## src/rtl/mul_issue_sequencer_pkg.sv

```systemverilog
// mul_issue_sequencer_pkg: ALU control codes, FSM states and counter width shared by the MUL sequencer
package mul_issue_sequencer_pkg;

    localparam logic [1:0] ALU_ADD = 2'b00;
    localparam logic [1:0] ALU_MUL = 2'b01;
    localparam logic [1:0] ALU_SUB = 2'b10;

    localparam int CNT_W = 4;

    typedef enum logic [1:0] {
        S_IDLE = 2'd0,
        S_BUSY = 2'd1,
        S_DONE = 2'd2
    } state_t;

endpackage

```

## src/rtl/mul_issue_sequencer_counter.sv

```systemverilog
// mul_latency_counter: loadable down-counter with zero flag pacing the multiply latency
module mul_latency_counter
    import mul_issue_sequencer_pkg::*;
(
    input  logic             clk,
    input  logic             reset,
    input  logic             i_load,
    input  logic [CNT_W-1:0] i_load_val,
    input  logic             i_dec,
    output logic             o_zero
);

    logic [CNT_W-1:0] r_cnt;

    always_ff @(posedge clk) begin
        if (reset)
            r_cnt <= '0;
        else if (i_load)
            r_cnt <= i_load_val;
        else if (i_dec)
            r_cnt <= r_cnt - 1'b1;
    end

    assign o_zero = (r_cnt == '0);

endmodule

```

## src/rtl/mul_issue_sequencer.sv

```systemverilog
// mul_issue_sequencer: execute-stage controller for the fixed-latency MUL path with stall and result hold
module mul_issue_sequencer
    import mul_issue_sequencer_pkg::*;
#(
    parameter int MUL_LATENCY = 4,
    parameter int DATA_W      = 32,
    parameter int REG_W       = 5
) (
    input  logic              clk,
    input  logic              reset,
    input  logic              valid_in,
    input  logic [1:0]        alu_ctrl_in,
    input  logic [DATA_W-1:0] src_a,
    input  logic [DATA_W-1:0] src_b,
    input  logic [REG_W-1:0]  dest_in,
    input  logic              flush,
    input  logic              hold_in,
    output logic              stall_out,
    output logic              busy,
    output logic              result_valid,
    output logic [DATA_W-1:0] result,
    output logic [REG_W-1:0]  result_dest
);

    state_t            r_state;
    state_t            w_next;
    logic [DATA_W-1:0] r_a;
    logic [DATA_W-1:0] r_b;
    logic [REG_W-1:0]  r_dest;
    logic [DATA_W-1:0] r_result;
    logic [REG_W-1:0]  r_result_dest;
    logic [DATA_W-1:0] w_product;
    logic              w_accept;
    logic              w_zero;
    logic              w_finish;

    assign w_accept  = valid_in && alu_ctrl_in == ALU_MUL && r_state == S_IDLE && !flush;
    assign w_finish  = r_state == S_BUSY && w_zero;
    // Low DATA_W bits of the product are the same for signed and unsigned operands
    assign w_product = r_a * r_b;

    mul_latency_counter u_cnt (
        .clk        (clk),
        .reset      (reset),
        .i_load     (w_accept),
        .i_load_val (CNT_W'(MUL_LATENCY - 2)),
        .i_dec      (r_state == S_BUSY && !w_zero),
        .o_zero     (w_zero)
    );

    always_comb begin
        w_next    = r_state;
        w_next    = flush                               ? S_IDLE :
                    w_accept                            ? S_BUSY :
                    w_finish                            ? S_DONE :
                    (r_state == S_DONE && !hold_in)     ? S_IDLE : r_state;
        stall_out = !flush && (w_accept || r_state == S_BUSY || (r_state == S_DONE && hold_in));
    end

    always_ff @(posedge clk) begin
        if (reset) begin
            r_state       <= S_IDLE;
            r_a           <= '0;
            r_b           <= '0;
            r_dest        <= '0;
            r_result      <= '0;
            r_result_dest <= '0;
        end else begin
            r_state <= w_next;
            if (w_accept) begin
                r_a    <= src_a;
                r_b    <= src_b;
                r_dest <= dest_in;
            end
            if (w_finish && !flush) begin
                r_result      <= w_product;
                r_result_dest <= r_dest;
            end
        end
    end

    assign busy         = r_state != S_IDLE;
    assign result_valid = r_state == S_DONE;
    assign result       = r_result;
    assign result_dest  = r_result_dest;

endmodule

```

## config.mk

```make
export PLATFORM = sky130hd
export DESIGN_NAME = mul_issue_sequencer
export DESIGN_NICKNAME = d
export VERILOG_FILES = /design/src/rtl/mul_issue_sequencer_pkg.sv /design/src/rtl/mul_issue_sequencer_counter.sv /design/src/rtl/mul_issue_sequencer.sv
export SDC_FILE = /design/constraint.sdc
export NUM_CORES = 1
export LEC_CHECK = 0
export CAP_MARGIN = 15
export CORE_MARGIN = 2
export CORE_UTILIZATION = 40
export DETAILED_ROUTE_END_ITERATION = 10
export DONT_BUFFER_PORTS = 1
export MAX_ROUTING_LAYER = met4
export SETUP_SLACK_MARGIN = 0.2
export SYNTH_ARGS = -nofsm -noshare
export SYNTH_HDL_FRONTEND = slang
export SYNTH_SLANG_ARGS = --single-unit
```

## constraint.sdc

```tcl
create_clock -name clk -period 7.6 [get_ports clk]
set_input_delay 0.76 -clock clk [delete_from_list [all_inputs] [get_ports clk]]
set_output_delay 0.76 -clock clk [all_outputs]
set_load 0.01 [all_outputs]
```

==> results.tsv <==
stage	metric	value	unit
status	status	finished, final reports clean	
clock_tree	cts_setup_buffers	0	
global_routing	antenna_found_initial	0	
synth	async_flop_share	0	
global_routing	grt_usage	0.227	
clock_tree	insertion_delay	400	ps
placement	dp_slack	345	ps
power_and_ir_drop	vdd_drop_max	0.204	mV
die	dieHeight	226	um
detailed_routing	drt_pre_antenna_iters	5	
sta	clock.fmax	0.140	GHz
layout	seqCellArea	2260	um^2
clock_tree	cts_tree	done	
placement	hpwlAfterDp	44000	um
setup_path	cp_max_fo	12	
die	dieArea	50900	um^2
global_routing	use_met1	0.312	
clock_tree	cts_sinks	112	
sta	report.final.slew_viol_count	0	
setup_path	endpoint_kind	register	
sta	grt_setup_unrepaired	yes	
setup_path	ff2ff_path_depth	23	
die	ios	116	
detailed_routing	wirelength	52800	um
power_and_ir_drop	p_leak	9.61	nW
synth	syn_area_per_cell	8.85	um^2
setup_path	cp.arrival	7450	ps
clock_tree	htreeDepth	3	
clock_tree	clk_path_buf_depth	2	
sta	finClkSkew	13.0	ps
min_path	min_path_type	input pin to register	
sta	min_period_over_period	0.937	
min_path	hold_depth	1	
sta	hold_ws	425	ps
placement	place_inst	2813	
synth	synth.distinct_cells	49	
sta	fin_ws	479	ps
layout	n_fill_cell	4810	
synth	ys_warn_count	0	
synth	synth_seq_cells	112	
die	die_x	226	um
layout	fin_cells	2830	
die	core_area	48700	um^2
global_routing	grt_pass1_vias	15100	
sta	max_slew_margin	0.236	
layout	nets	2770	
sta	hold_viol_final	0	
sta	setup_violations	0	
layout	drive_above_1_share	0.0452	
detailed_routing	vias	14100	
sta	tightest_slew	1140	ps
layout	multi_input_area	15500	um^2
detailed_routing	vias_per_cell	4.98	
die	rows	81	
synth	synth_sequential_area_ratio	0.114	
global_routing	grt_start_max_net_pins	114	
sta	fin_setup_tns	0	ps
synth	synth_fp_nets	2831	
clock_tree	cts_hold_buffers	0	
clock_tree	cts-root-buf	clkbuf_16	
detailed_routing	drc	0	
synth	syn-cell-area	19700	um^2
detailed_routing	detail-route-antenna-nets	0	
setup_path	crit_type	register to register	
placement	gp_congestion	0.910	
synth	syn_inst	2222	
detailed_routing	wire_per_inst	18.7	um
clock_tree	clk_pin_slew_worst_paths	90	ps
power_and_ir_drop	power_density	58.4	nW/um^2
layout	syn2layout_area_growth	5.61	%
global_routing	busiest_layer	met2	
global_routing	grt-ovfl-total	0	
layout	diodes	0	
clock_tree	post_cts_resize_count	0	
global_routing	use_met2	0.351	
die	initial_core_util	0.403	
flow_run	maxCapViolations	0	
setup_path	required	7930	ps
clock_tree	cts_buffers	9	
sta	min_period	7120	ps
global_routing	grt_pass1_wl	85300	um
detailed_routing	drt-initial-drc-count	781	
synth	synth-edff-count	0	
synth	synth_ff_type	dfxtp_1	
placement	port_buffers	0	
setup_path	start_kind	register	
global_routing	grtUsageMet3	0.0311	
[sequential cells by signal, indices dropped and copies added, names as in the netlist]
name	cells
r_b	32
r_a	32
r_state	2
u_cnt.r_cnt	4
result_dest	5
result	32
r_dest	5
[placed cells by master (no fill, tap or decap), types with 15 or more instances in the layout]
| master | instances |
|---|---|
| buf_4 | 57 |
| a21oi_1 | 122 |
| inv_1 | 385 |
| fa_1 | 408 |
| dfxtp_2 | 15 |
| nand2_1 | 406 |
| xor2_1 | 17 |
| and2_1 | 335 |
| ha_1 | 125 |
| nor2_1 | 22 |
| dfxtp_1 | 97 |
| xnor2_1 | 67 |
[cell families after synthesis]
family / share of synthesized area
XOR/XNOR: 0.0386
buffers and inverters: 0.0983
flip-flops: 0.114
adder cells (fa/ha/maj): 0.495
AO/OA/AOI/OAI: 0.0547
AND/OR/NAND/NOR: 0.199
[cells in the mapped netlist, types with 3 or more instances]
library cell  instances  area share
nor3_1                5      0.0013
o21bai_1              4      0.0015
a31oi_1               5      0.0016
clkbuf_1            130       0.025
nor4_1                3     0.00095
o211ai_1              5      0.0019
a21o_1                9      0.0034
o21ai_0               9      0.0023
a211oi_1              7      0.0027
ha_1                125       0.080
nor2_1               22      0.0042
inv_1               385       0.074
a21oi_1             122       0.031
nand2b_1              4      0.0013
and2_1              335        0.11
xor2_1               17      0.0076
dfxtp_1             112        0.11
nand2_1             406       0.078
fa_1                408        0.42
nand3_1               7      0.0018
xnor2_1              67       0.030
[layer usage]
metal	share of wire	vias to the layer above
li1	-	6444
met1	0.47	7258
met2	0.46	335
met3	0.045	59
met4	0.025	0
met5	0	-
[critical path, stage by stage (launching register included)]
cell,delay [ps]
dfxtp_1,660
buf_4,260
nand2_1,80
fa_1,430
inv_1,70
fa_1,430
fa_1,520
inv_1,50
fa_1,480
inv_1,40
ha_1,270
ha_1,290
fa_1,500
fa_1,410
ha_1,390
nand3_2,140
a2111oi_4,350
a21oi_2,130
o31a_1,390
nand3b_4,210
a31oi_4,180
nor2_1,90
or4b_1,500
a31oi_1,170
[per-stage QoR]
step           utilization  cell area, um^2  power, W
6_report             0.426            20800   0.00121
2_1_floorplan            -            19700  0.000686
3_3_place_gp         0.419            20400  0.000720
4_1_cts              0.425            20700   0.00123
3_5_place_dp         0.419            20400  0.000721
5_1_grt              0.426            20800   0.00126
[area by class of cell]
class / instances / share of cell area
clock inverters: 7 / 0.00301
clock buffers: 9 / 0.0108
multi-input cells: 1595 / 0.746
inverters: 385 / 0.0696
well taps: 664 / 0.0400
flip-flops and latches: 112 / 0.109
repair buffers: 58 / 0.0216
[power breakdown]
part           total [W]  internal, W  switching, W  leakage, nW
registers       0.000624     0.000595     0.0000289        0.912
logic          0.0000847    0.0000317     0.0000529         8.56
clock network   0.000504     0.000230      0.000274        0.137
total            0.00121     0.000856      0.000356         9.61
[worst paths after layout]
check                   endpoint  slack (ps)  startpoint
setup / recovery      result[28]         480      r_b[8]
setup reg to reg      result[28]         480      r_b[8]
hold reg to reg   result_dest[3]         450   r_dest[3]
hold / removal    result_dest[0]         420       reset
Note: power is estimated with default switching activity, not from simulation.
